`src/rtl/seg_page_ctrl.sv`:
```
// Display-content scheduler: rotates two live pages on a dwell timer and lets a
// latched, blinking alert pre-empt them. All outputs are registered from next-state values.
module seg_page_ctrl #(
  parameter int unsigned CW         = 32,
  parameter int unsigned DWELL      = 100000000,
  parameter int unsigned ALERT_HOLD = 300000000,
  parameter int unsigned BLINK      = 25000000
) (
  input  logic        clk,
  input  logic        rst_n,
  input  logic        rotate_en,
  input  logic        next_btn,
  input  logic [15:0] src0_data,
  input  logic [3:0]  src0_dp,
  input  logic [15:0] src1_data,
  input  logic [3:0]  src1_dp,
  input  logic        alert_req,
  input  logic [15:0] alert_data,
  input  logic [3:0]  alert_dp,
  output logic [3:0]  hex0,
  output logic [3:0]  hex1,
  output logic [3:0]  hex2,
  output logic [3:0]  hex3,
  output logic [3:0]  dp_out,
  output logic        blank,
  output logic [1:0]  page,
  output logic        alert_done
);
  typedef enum logic [1:0] {SHOW0 = 2'd0, SHOW1 = 2'd1, ALERT = 2'd2} state_t;

  localparam logic [CW-1:0] DWELL_LAST = CW'(DWELL - 1);
  localparam logic [CW-1:0] HOLD_LAST  = CW'(ALERT_HOLD - 1);
  localparam logic [CW-1:0] BLINK_LAST = CW'(BLINK - 1);
  localparam logic [CW-1:0] ONE        = CW'(1);

  state_t        state_q, state_d;
  logic [CW-1:0] dwell_q, dwell_d;
  logic [CW-1:0] alert_cnt_q, alert_cnt_d;
  logic [CW-1:0] blink_q, blink_d;
  logic          phase_q, phase_d;
  logic          ret_q, ret_d;
  logic [15:0]   adata_q, adata_d;
  logic [3:0]    adp_q, adp_d;
  logic          done_d;
  logic [15:0]   disp_q, disp_d;
  logic [3:0]    dp_q, dp_d;
  logic          blank_q, blank_d;
  logic [1:0]    page_q, page_d;
  logic          done_q;

  always_ff @(posedge clk or negedge rst_n) begin
    if (!rst_n) begin
      state_q     <= SHOW0;
      dwell_q     <= '0;
      alert_cnt_q <= '0;
      blink_q     <= '0;
      phase_q     <= 1'b0;
      ret_q       <= 1'b0;
      adata_q     <= '0;
      adp_q       <= '0;
      disp_q      <= '0;
      dp_q        <= '0;
      blank_q     <= 1'b0;
      page_q      <= '0;
      done_q      <= 1'b0;
    end else begin
      state_q     <= state_d;
      dwell_q     <= dwell_d;
      alert_cnt_q <= alert_cnt_d;
      blink_q     <= blink_d;
      phase_q     <= phase_d;
      ret_q       <= ret_d;
      adata_q     <= adata_d;
      adp_q       <= adp_d;
      disp_q      <= disp_d;
      dp_q        <= dp_d;
      blank_q     <= blank_d;
      page_q      <= page_d;
      done_q      <= done_d;
    end
  end

  // blink_cnt/phase track (alert_cnt / BLINK) parity without a divider
  always_comb begin
    state_d     = state_q;
    dwell_d     = dwell_q;
    alert_cnt_d = alert_cnt_q;
    blink_d     = blink_q;
    phase_d     = phase_q;
    ret_d       = ret_q;
    adata_d     = adata_q;
    adp_d       = adp_q;
    done_d      = 1'b0;
    case (state_q)
      SHOW0, SHOW1: begin
        if (alert_req) begin
          adata_d     = alert_data;
          adp_d       = alert_dp;
          ret_d       = (state_q == SHOW1);
          state_d     = ALERT;
          alert_cnt_d = '0;
          blink_d     = '0;
          phase_d     = 1'b0;
          dwell_d     = '0;
        end else if (next_btn) begin
          state_d = (state_q == SHOW0) ? SHOW1 : SHOW0;
          dwell_d = '0;
        end else if (rotate_en) begin
          if (dwell_q == DWELL_LAST) begin
            state_d = (state_q == SHOW0) ? SHOW1 : SHOW0;
            dwell_d = '0;
          end else begin
            dwell_d = dwell_q + ONE;
          end
        end else begin
          dwell_d = '0;
        end
      end
      ALERT: begin
        dwell_d = '0;
        if (alert_req) begin
          adata_d     = alert_data;
          adp_d       = alert_dp;
          alert_cnt_d = '0;
          blink_d     = '0;
          phase_d     = 1'b0;
        end else if (next_btn || alert_cnt_q == HOLD_LAST) begin
          state_d     = ret_q ? SHOW1 : SHOW0;
          done_d      = 1'b1;
          alert_cnt_d = '0;
          blink_d     = '0;
          phase_d     = 1'b0;
        end else begin
          alert_cnt_d = alert_cnt_q + ONE;
          if (blink_q == BLINK_LAST) begin
            blink_d = '0;
            phase_d = ~phase_q;
          end else begin
            blink_d = blink_q + ONE;
          end
        end
      end
      default: state_d = SHOW0;
    endcase
  end

  always_comb begin
    disp_d  = src0_data;
    dp_d    = src0_dp;
    blank_d = 1'b0;
    page_d  = state_d;
    case (state_d)
      SHOW1: begin
        disp_d = src1_data;
        dp_d   = src1_dp;
      end
      ALERT: begin
        disp_d  = adata_d;
        dp_d    = adp_d;
        blank_d = phase_d;
      end
      default: ;
    endcase
  end

  assign hex0       = disp_q[3:0];
  assign hex1       = disp_q[7:4];
  assign hex2       = disp_q[11:8];
  assign hex3       = disp_q[15:12];
  assign dp_out     = dp_q;
  assign blank      = blank_q;
  assign page       = page_q;
  assign alert_done = done_q;
endmodule

```
`config.mk`:
```
export PLATFORM = sky130hd
export DESIGN_NAME = seg_page_ctrl
export DESIGN_NICKNAME = d
export VERILOG_FILES = /design/src/rtl/seg_page_ctrl.sv
export SDC_FILE = /design/constraint.sdc
export NUM_CORES = 1
export LEC_CHECK = 0
export CELL_PAD_IN_SITES_DETAIL_PLACEMENT = 0
export CELL_PAD_IN_SITES_GLOBAL_PLACEMENT = 1
export CORE_MARGIN = 2
export CORE_UTILIZATION = 44
export DETAILED_ROUTE_END_ITERATION = 12
export HOLD_SLACK_MARGIN = 0.05
export PLACE_DENSITY_LB_ADDON = 0.05
export SLEW_MARGIN = 20
export SYNTH_ARGS = -nofsm -noshare
export SYNTH_HDL_FRONTEND = slang
export SYNTH_SLANG_ARGS = --single-unit
```
`constraint.sdc`:
```
create_clock -name clk -period 2.9 [get_ports clk]
set_input_delay 0.435 -clock clk [delete_from_list [all_inputs] [get_ports clk]]
set_output_delay 0.435 -clock clk [all_outputs]
set_load 0.02 [all_outputs]
```
# After elaboration in Yosys (flattened, before gate mapping)
# Cells that the tools add are included.
[op_classes]
n_mux = 37
reduce_logical = 7
bitwise_logic = 1
addsub = 3
n_eq_ne = 8
[op_table]
columns = ["op", "count"]
rows = [
  ["$mux W32", 10],
  ["$pmux W32 S2", 3],
  ["$add A32 B1 Y32 const B", 3],
  ["$eq A32 B25 Y1 const B", 1],
  ["$eq A32 B27 Y1 const B", 1],
  ["$eq A32 B29 Y1 const B", 1],
  ["$mux W16", 2],
  ["$pmux W16 S2", 1],
  ["$mux W2", 6],
  ["$mux W1", 10],
  ["$mux W4", 2],
  ["$pmux W4 S2", 1],
  ["$eq A2 B1 Y1 const B", 2],
  ["$eq A2 B2 Y1 const B", 2],
  ["$pmux W2 S2", 1],
  ["$reduce_and A2 Y1", 2],
  ["$reduce_or A3 Y1", 1],
  ["$logic_not A2 Y1", 1],
  ["$ne A2 B2 Y1 const B", 1],
  ["$pmux W1 S2", 1],
  ["$reduce_bool A2 Y1", 1],
  ["$reduce_or A2 Y1", 1],
  ["$logic_or A1 B1 Y1", 1],
  ["$not A1 Y1", 1],
]
[word_totals]
elab_cells = 68
reg_bits = 142
output_inout_bits = 24
inputBits = 65

# Depth between registers and ports, before layout
# Gate-level depths: netlist of run 1.
[logic_depth]
word_depth = 9
depth_mapped = 10
depth_no_buf = 9

# Worst setup path after synthesis of run 1
# No wires, ideal clock.
[synth_timing]
path_kind = "register to register"
start = "register alert_cnt_q[11]"
end = "register disp_q[0]"
setup_ns = 0.083
synth_period_minus_slack_ns = 2.385
path_buffers = 1
setup_slack_ns = 0.515
required_time_ns = 2.817
arrival_time_ns = 2.302
path_stages_with_launch = 10
path_cell_list = "dfrtp_1 -> or4b_1 -> nor4_1 -> and4_1 -> a21oi_1 -> o21ai_1 -> ha_1 -> clkbuf_1 -> a22oi_1 -> o21ai_0"
[synth_between]
elab_chain_cells = 7
elab_cells_between_ends = 8
classes_between = "eq/ne: 3; mux: 4; reduce/logical: 1"
[synth_rtl]
columns = ["item", "line", "text"]
rows = [
  ["from (decl)", "38", "logic [CW-1:0] alert_cnt_q, alert_cnt_d;"],
  ["from (signal assigned)", "69", "alert_cnt_q <= alert_cnt_d;"],
  ["$eq A32 B29 Y1 (*)", "127", "end else if (next_btn || alert_cnt_q == HOLD_LAST) begin"],
  ["$logic_or A1 B1 Y1 (*)", "127", ""],
  ["$mux W2 (*)", "127", ""],
  ["$mux W2 (*)", "121", "if (alert_req) begin"],
  ["$pmux W2 S2 (*)", "94", "case (state_q)"],
  ["via page_d[0]", "48", "logic [1:0] page_q, page_d;"],
  ["$eq A2 B2 Y1 / $eq A2 B1 Y1 (equally long branches)", "152", "case (state_d)"],
  ["$pmux W16 S2 (*)", "152", ""],
  ["via disp_d[0]", "45", "logic [15:0] disp_q, disp_d;"],
  ["to (signal assigned)", "75", "disp_q <= disp_d;"],
  ["to (decl)", "45", ""],
]
# The timed path passes the listed nets; every way through them passes the cells marked *.
# A chain may end at the register's enable or synchronous reset.

# Worst setup path after layout of run 1
[layout_timing]
start = "register alert_cnt_q[27]"
end = "register disp_q[7]"
# Same word-level chain as after synthesis.

==> results.yml, run 1 <==
outcome:
  status: "finished clean"
cells_and_area:
  final_cell_area_sq_um: 9300
  nFillCells: 1403
  nets: 925
  n_antenna_cell: 0
  fin_util_pct: 56.3
  multi_input_area_sq_um: 3630
  final_cell_mix: "142 x dfrtp_1, 87 x clkdlybuf4s50_1, 63 x nor2_1, 63 x nand2_1, 40 x o21ai_0"
  synthToLayoutAreaGrowth_pct: 25.3
  layout-drive-gt1-share_pct: 13.2
  register_area_sq_um: 3550
  final_common_cell: "dfrtp_1"
power:
  p_leak_nw: 3.78
  pwr-share-clk_pct: 40.5
  sequentialPowerShare_pct: 40.8
  internal_power_w: 0.00379
  combPwrFrac_pct: 18.7
  p_sw_share_pct: 29.3
  p_per_area_nw_per_um2: 577
  switchingPower_w: 0.00157
  vdd_ir_drop_max_mv: 0.443
clock_tree:
  insertion_delay_ps: 420
  htreeDepth: 4
  cts_tree: "yes"
  clk_pin_slew_ps: 70
  ctsRootBufferMaster: "clkbuf_16"
  cts_buffer_depth: 2
  clock_sink_count: 142
  cts_inserted_buffers: 17
floorplan:
  rows: 47
  initial_core_util_pct: 44.9
  fp.coreArea_sq_um: 16500
  die_w_um: 134
  die_y_um: 134
  dieArea_sq_um: 17900
  pin_count: 89
worst_setup_path:
  cp_max_fo: 40
  worst_setup_path_start_kind: "register"
  crit_type: "register to register"
  cp.arrival_ps: 3020
  critical_path.top_delay_family: "simple AND/OR/NAND/NOR gates"
  path_cells: "or4b_1 -> nor4_1 -> and4_1 -> a21oi_1 -> o21ai_1 -> ha_4 -> buf_4 -> nand2_1 -> o21ai_0"
  endpoint_kind: "register"
  cp_slowest_cell: "or4b_1"
  critPathRequiredTime_ps: 3190
  path_buf_inv: 1
  crit_path_max_incr_delay_ps: 510
timing:
  maxSlewHeadroom_pct: 37.6
  finalCritPeriodShare_pct: 94.0
  setup_viol: 0
  min_period_ps: 2730
  grt_setup_unrepaired: "no"
  hold-worst-slack_ps: 484
  max_freq_mhz: 367
  worst_slew_pin_slew_ps: 932
  hold_viol_final: 0
  skew_ps: 9.44
  setup_tns_ps: 0
  slew_viol_final: 0
drt:
  vias: 6141
  wirelength_mm: 18.3
  met3_length_um: 992
  first_pass_iters: 5
  met1_length_mm: 8.63
  ant_nets: 0
  drtIter0Drc: 358
  highest_layer: "met4"
  drc: 0
  wl_met2_mm: 8.58
  vias_per_cell: 5.64
  post_drt_wl_per_cell_um: 16.9
synth:
  syn_inst: 751
  ys.flop_type: "dfrtp_1"
  synth_warnings: 0
  synth_edf_count: 0
  synth-seq-cells: 142
  synth_seq_area_share_pct: 47.9
  async_reset_ff_share_pct: 100
  synthesis.area_sq_um: 7420
  synth.distinct_cells: 74
  syn-num-nets: 821
  syn_area_per_cell_sq_um: 9.88
global_route:
  grt_pass1_vias: 6193
  grt_start_max_net_pins: 69
  grt_usage_pct: 21.6
  grt_antenna_before_repair: 0
  grt_pass1_wl_mm: 31.1
  grt-ovfl-total: 0
placed_design:
  gp_congestion: 0.815
  numPortBuffers: 88
  hpwl_mm: 12.6
  placed_cell_area_sq_um: 8690
hold_path:
  hold_class: "register to register"
job:
  cap_violations: 0
## metal layers
| metal | vias up | track usage (%) |
|---|---|---|
| li1 | 2988 | - |
| met1 | 3009 | 29.5 |
| met2 | 134 | 34.3 |
| met3 | 10 | 6.16 |
| met4 | 0 | 4.73 |
| met5 | - | 0 |
## tightest hold or removal path: stages (launching register included)
cell	delay, ps
dfrtp_1	340
nand2_1	50
nand2_1	50
## state kept, by name, indices dropped and copies added, names as in the netlist
signal	count
phase_q	1
dp_out	4
adp_q	4
dwell_q	32
page	2
disp_q	16
adata_q	16
alert_cnt_q	32
blank	1
alert_done	1
blink_q	32
ret_q	1
## synthesized netlist by cell type, types with 4 or more instances
| cell type | instances | area share, % |
|---|---|---|
| dfrtp_1 | 142 | 48 |
| nand2_1 | 63 | 3.2 |
| nor2_1 | 63 | 3.2 |
| o21ai_0 | 41 | 2.8 |
| nand3_1 | 32 | 2.2 |
| nand4_1 | 28 | 2.4 |
| a31oi_1 | 27 | 2.3 |
| xor2_1 | 26 | 3.1 |
| a21oi_1 | 24 | 1.6 |
| xnor2_1 | 23 | 2.7 |
| nor4_1 | 21 | 1.8 |
| a22oi_1 | 20 | 2.0 |
| mux2_2 | 20 | 3.0 |
| nor3_1 | 20 | 1.3 |
| clkbuf_1 | 18 | 0.91 |
| and3_1 | 17 | 1.4 |
| inv_1 | 16 | 0.81 |
| buf_2 | 14 | 0.94 |
| nand2b_1 | 12 | 1.0 |
| and2_1 | 9 | 0.76 |
| and4_1 | 9 | 1.1 |
| ha_1 | 5 | 0.84 |
| nor4b_1 | 5 | 0.59 |
| o31ai_1 | 5 | 0.51 |
| a21o_1 | 4 | 0.40 |
| clkbuf_2 | 4 | 0.27 |
| o41ai_1 | 4 | 0.47 |
## power by group through the flow
stage | logic, W | registers (W) | clock network [W]
detailed placement | 0.00100 | 0.00222 | 0
global placement | 0.000988 | 0.00222 | 0
floorplan | 0.000417 | 0.00232 | 0
global route | 0.00109 | 0.00221 | 0.00231
finish | 0.00100 | 0.00219 | 0.00218
CTS | 0.00101 | 0.00219 | 0.00223
## path summary, 6_finish.rpt
kind / start / to / slack (ps) / cells after the start
max: alert_cnt_q[27] / disp_q[7] / 170 / 9
min: ret_q / ret_q / 480 / 2
max reg2reg: alert_cnt_q[27] / disp_q[7] / 170 / 9
min reg2reg: ret_q / ret_q / 480 / 2
max in group asynchronous: rst_n / dwell_q[4] / 1590 / 3
min in group asynchronous: rst_n / dwell_q[14] / 560 / 2
## timing repair
item	CTS	global route
hold endpoints to repair	6	0
hold buffers	1	0
setup buffers	0	0
endpoints found under the setup margin	20	18
resized for setup	1	2
## metrics by stage
step | total power (W) | worst slack [ps] | std cells
floorplan | 0.00274 | 515 | 751
global placement | 0.00321 | -113 | 1055
detailed placement | 0.00322 | -216 | 1055
CTS | 0.00542 | 57.8 | 1088
global route | 0.00561 | 6.07 | 1088
finish | 0.00537 | 174 | 1088
## final cells by class
cell class | count | share of cell area, %
clock buffer | 18 | 4.72
clock inverter | 14 | 1.57
inverter | 16 | 0.646
multi-input combinational | 554 | 39.1
sequential | 142 | 38.2
tap | 220 | 2.96
timing repair buffer | 124 | 12.8
## logic make-up after synthesis
logic type                 share of synthesized area, %
muxes                                              3.44
buffers and inverters                              3.34
DFF                                                47.9
AOI/OAI and AO/OA                                  14.6
and+or+nand+nor                                    24.1
xor gates and xnor gates                           5.78
adders and majority gates                         0.843
(Power assumes the default switching activity.)
==> run 2: changes to the inputs <==
==> constraint.sdc (replaced) <==
create_clock -name clk -period 3.08 [get_ports clk]
set_input_delay 0.462 -clock clk [delete_from_list [all_inputs] [get_ports clk]]
set_output_delay 0.462 -clock clk [all_outputs]
set_load 0.05 [all_outputs]
==> run 2 against run 1 <==
Critical endpoint is now disp_q[9]; total power is 1.2% lower; wire length hardly changed; largest power group is now the clock network; die area stayed put; largest cell class unchanged; global-route usage is 0.31 points higher.
==> results.yml, run 2 (synthesis results as in run 1) <==
global_route:
  grt_antenna_before_repair: 0
  grt_pass1_vias: 6069
  grt_start_max_net_pins: 61
  grt_pass1_wl_mm: 31.1
  grt-ovfl-total: 0
  grt_usage_pct: 21.9
cells_and_area:
  nFillCells: 1441
  n_antenna_cell: 0
  reg_top3: "alert_cnt_q (32), blink_q (32), dwell_q (32)"
  layout-drive-gt1-share_pct: 12.1
  final_cell_mix: "142 x dfrtp_1, 87 x clkdlybuf4s50_1, 63 x nor2_1, 63 x nand2_1, 41 x o21ai_0"
  multi_input_area_sq_um: 3630
  register_area_sq_um: 3550
  final_common_cell: "dfrtp_1"
  nets: 914
  synthToLayoutAreaGrowth_pct: 24.1
drt:
  ant_nets: 0
  drtIter0Drc: 361
  drc: 0
  vias: 6086
  first_pass_iters: 5
  vias_per_cell: 5.65
  post_drt_wl_per_cell_um: 17.0
  wirelength_mm: 18.3
floorplan:
  dieArea_sq_um: 17900
  die_w_um: 134
  rows: 47
  die_y_um: 134
  initial_core_util_pct: 44.9
  pin_count: 89
  fp.coreArea_sq_um: 16500
worst_setup_path:
  path_buf_inv: 0
  crit_path_max_incr_delay_ps: 540
  critical_path.top_delay_family: "simple AND/OR/NAND/NOR gates"
  cp_max_fo: 20
  crit_type: "register to register"
  critPathRequiredTime_ps: 3420
  cp_slowest_cell: "or4b_1"
  r2r_setup_slack_ps: 290
  cp.arrival_ps: 3130
  cpMostUsedCell: "o21ai_0"
  worst_setup_path_start_kind: "register"
  endpoint_kind: "register"
  path_cells: "or4b_1 -> nor4_1 -> and4_1 -> nor2_1 -> o21ai_0 -> ha_4 -> a22oi_1 -> o21ai_0"
  r2r_cells: 8
  cp_num_cells: 8
timing:
  min_period_ps: 2790
  skew_ps: 9.46
  finalCritPeriodShare_pct: 90.6
  grt_setup_unrepaired: "no"
  slew_viol_final: 0
  worst_slew_pin_slew_ps: 960
  max_freq_mhz: 359
  maxSlewHeadroom_pct: 35.7
  setup_viol: 0
  hold-worst-slack_ps: 489
  hold_viol_final: 0
power:
  pwr-share-clk_pct: 39.7
  p_per_area_nw_per_um2: 576
  sequentialPowerShare_pct: 38.8
  p_total_w: 0.00530
  switchingPower_w: 0.00168
  p_leak_nw: 3.72
  vdd_ir_drop_max_mv: 0.497
  internal_power_w: 0.00362
  p_sw_share_pct: 31.7
  combPwrFrac_pct: 21.4
clock_tree:
  cts_inserted_buffers: 17
  insertion_delay_ps: 430
  cts_setup_buffers: 0
  cts_buffer_depth: 2
  clock_sink_count: 142
  ctsRootBufferMaster: "clkbuf_16"
  htreeDepth: 4
  clk_pin_slew_ps: 70
  cts_tree: "yes"
hold_path:
  hold-path-cell-count: 1
  hold_class: "register to register"
placed_design:
  gp_congestion: 0.800
  hpwl_mm: 12.6
  numPortBuffers: 88
job:
  cap_violations: 0
outcome:
  status: "finished clean"
run 2: changes by cell type in the layout (fill, tap and decap cells not counted):
cell / previous run / this run
o21ai_0: 40 / 41
clkinv_4: 3 / 4
buf_4: 32 / 23
inv_6: 6 / 5
clkbuf_8: 1 / 0
bufinv_16: 1 / 2
o21ai_1: 2 / 1
buf_12: 3 / 1
run 2: final timing paths:
path	start	endpoint
min in group asynchronous	rst_n	dwell_q[14]
hold reg to reg	phase_q	phase_q
hold / removal	phase_q	phase_q
setup / recovery	alert_cnt_q[11]	disp_q[9]
setup reg to reg	alert_cnt_q[11]	disp_q[9]
max in group asynchronous	rst_n	adata_q[0]
run 2: through the flow:
stage / instances / setup slack, ps / setup TNS, ps / instance area [sq um] / util [%]
after CTS: 1077 / 216 / 0 / 9200 / 55.7
after floorplan: 751 / 695 / 0 / 7420 / -
after global routing: 1077 / 74.4 / 0 / 9210 / 55.7
final: 1077 / 291 / 0 / 9210 / 55.7
after global placement: 1044 / -9.35 / -9.35 / 8580 / 51.9
after detailed placement: 1044 / -82.4 / -530 / 8580 / 51.9
run 2: power by group through the flow:
stage | logic [W] | registers, W | clock network (W)
6_report | 0.00114 | 0.00206 | 0.00210
5_1_grt | 0.00123 | 0.00207 | 0.00223
4_1_cts | 0.00115 | 0.00206 | 0.00215
3_5_place_dp | 0.00114 | 0.00209 | 0
3_3_place_gp | 0.00113 | 0.00209 | 0
2_1_floorplan | 0.000393 | 0.00238 | 0
run 2: area by class of cell:
| type | instances | share of cell area [%] |
|---|---|---|
| clock inverters | 15 | 1.92 |
| repair buffers | 113 | 11.8 |
| flip-flops and latches | 142 | 38.6 |
| clock buffers | 17 | 4.62 |
| multi-input cells | 554 | 39.4 |
| inverters | 16 | 0.652 |
| well taps | 220 | 2.99 |
run 2: timing repair:
action,in CTS,in global routing
pin swaps,0,0
setup endpoints to repair,20,15
hold endpoints to repair,57,0
resized for setup,1,1
hold buffers,1,0
run 2: routing by layer:
layer | vias up | GRT usage [%] | routed length [um] | part of all wire (%)
met5 | - | 0 | 0 | 0
met4 | 0 | 6.50 | 243 | 1.3
met3 | 24 | 6.05 | 1100 | 6.0
met2 | 163 | 35.0 | 8660 | 47
met1 | 2930 | 29.2 | 8320 | 45
li1 | 2969 | - | - | -
run 2: worst reg2reg max path: stages, from the launching register on:
cell and delay (ps):
dfrtp_1 450, or4b_1 540, nor4_1 250, and4_1 350
nor2_1 100, o21ai_0 330, ha_4 370, a22oi_1 130
o21ai_0 190
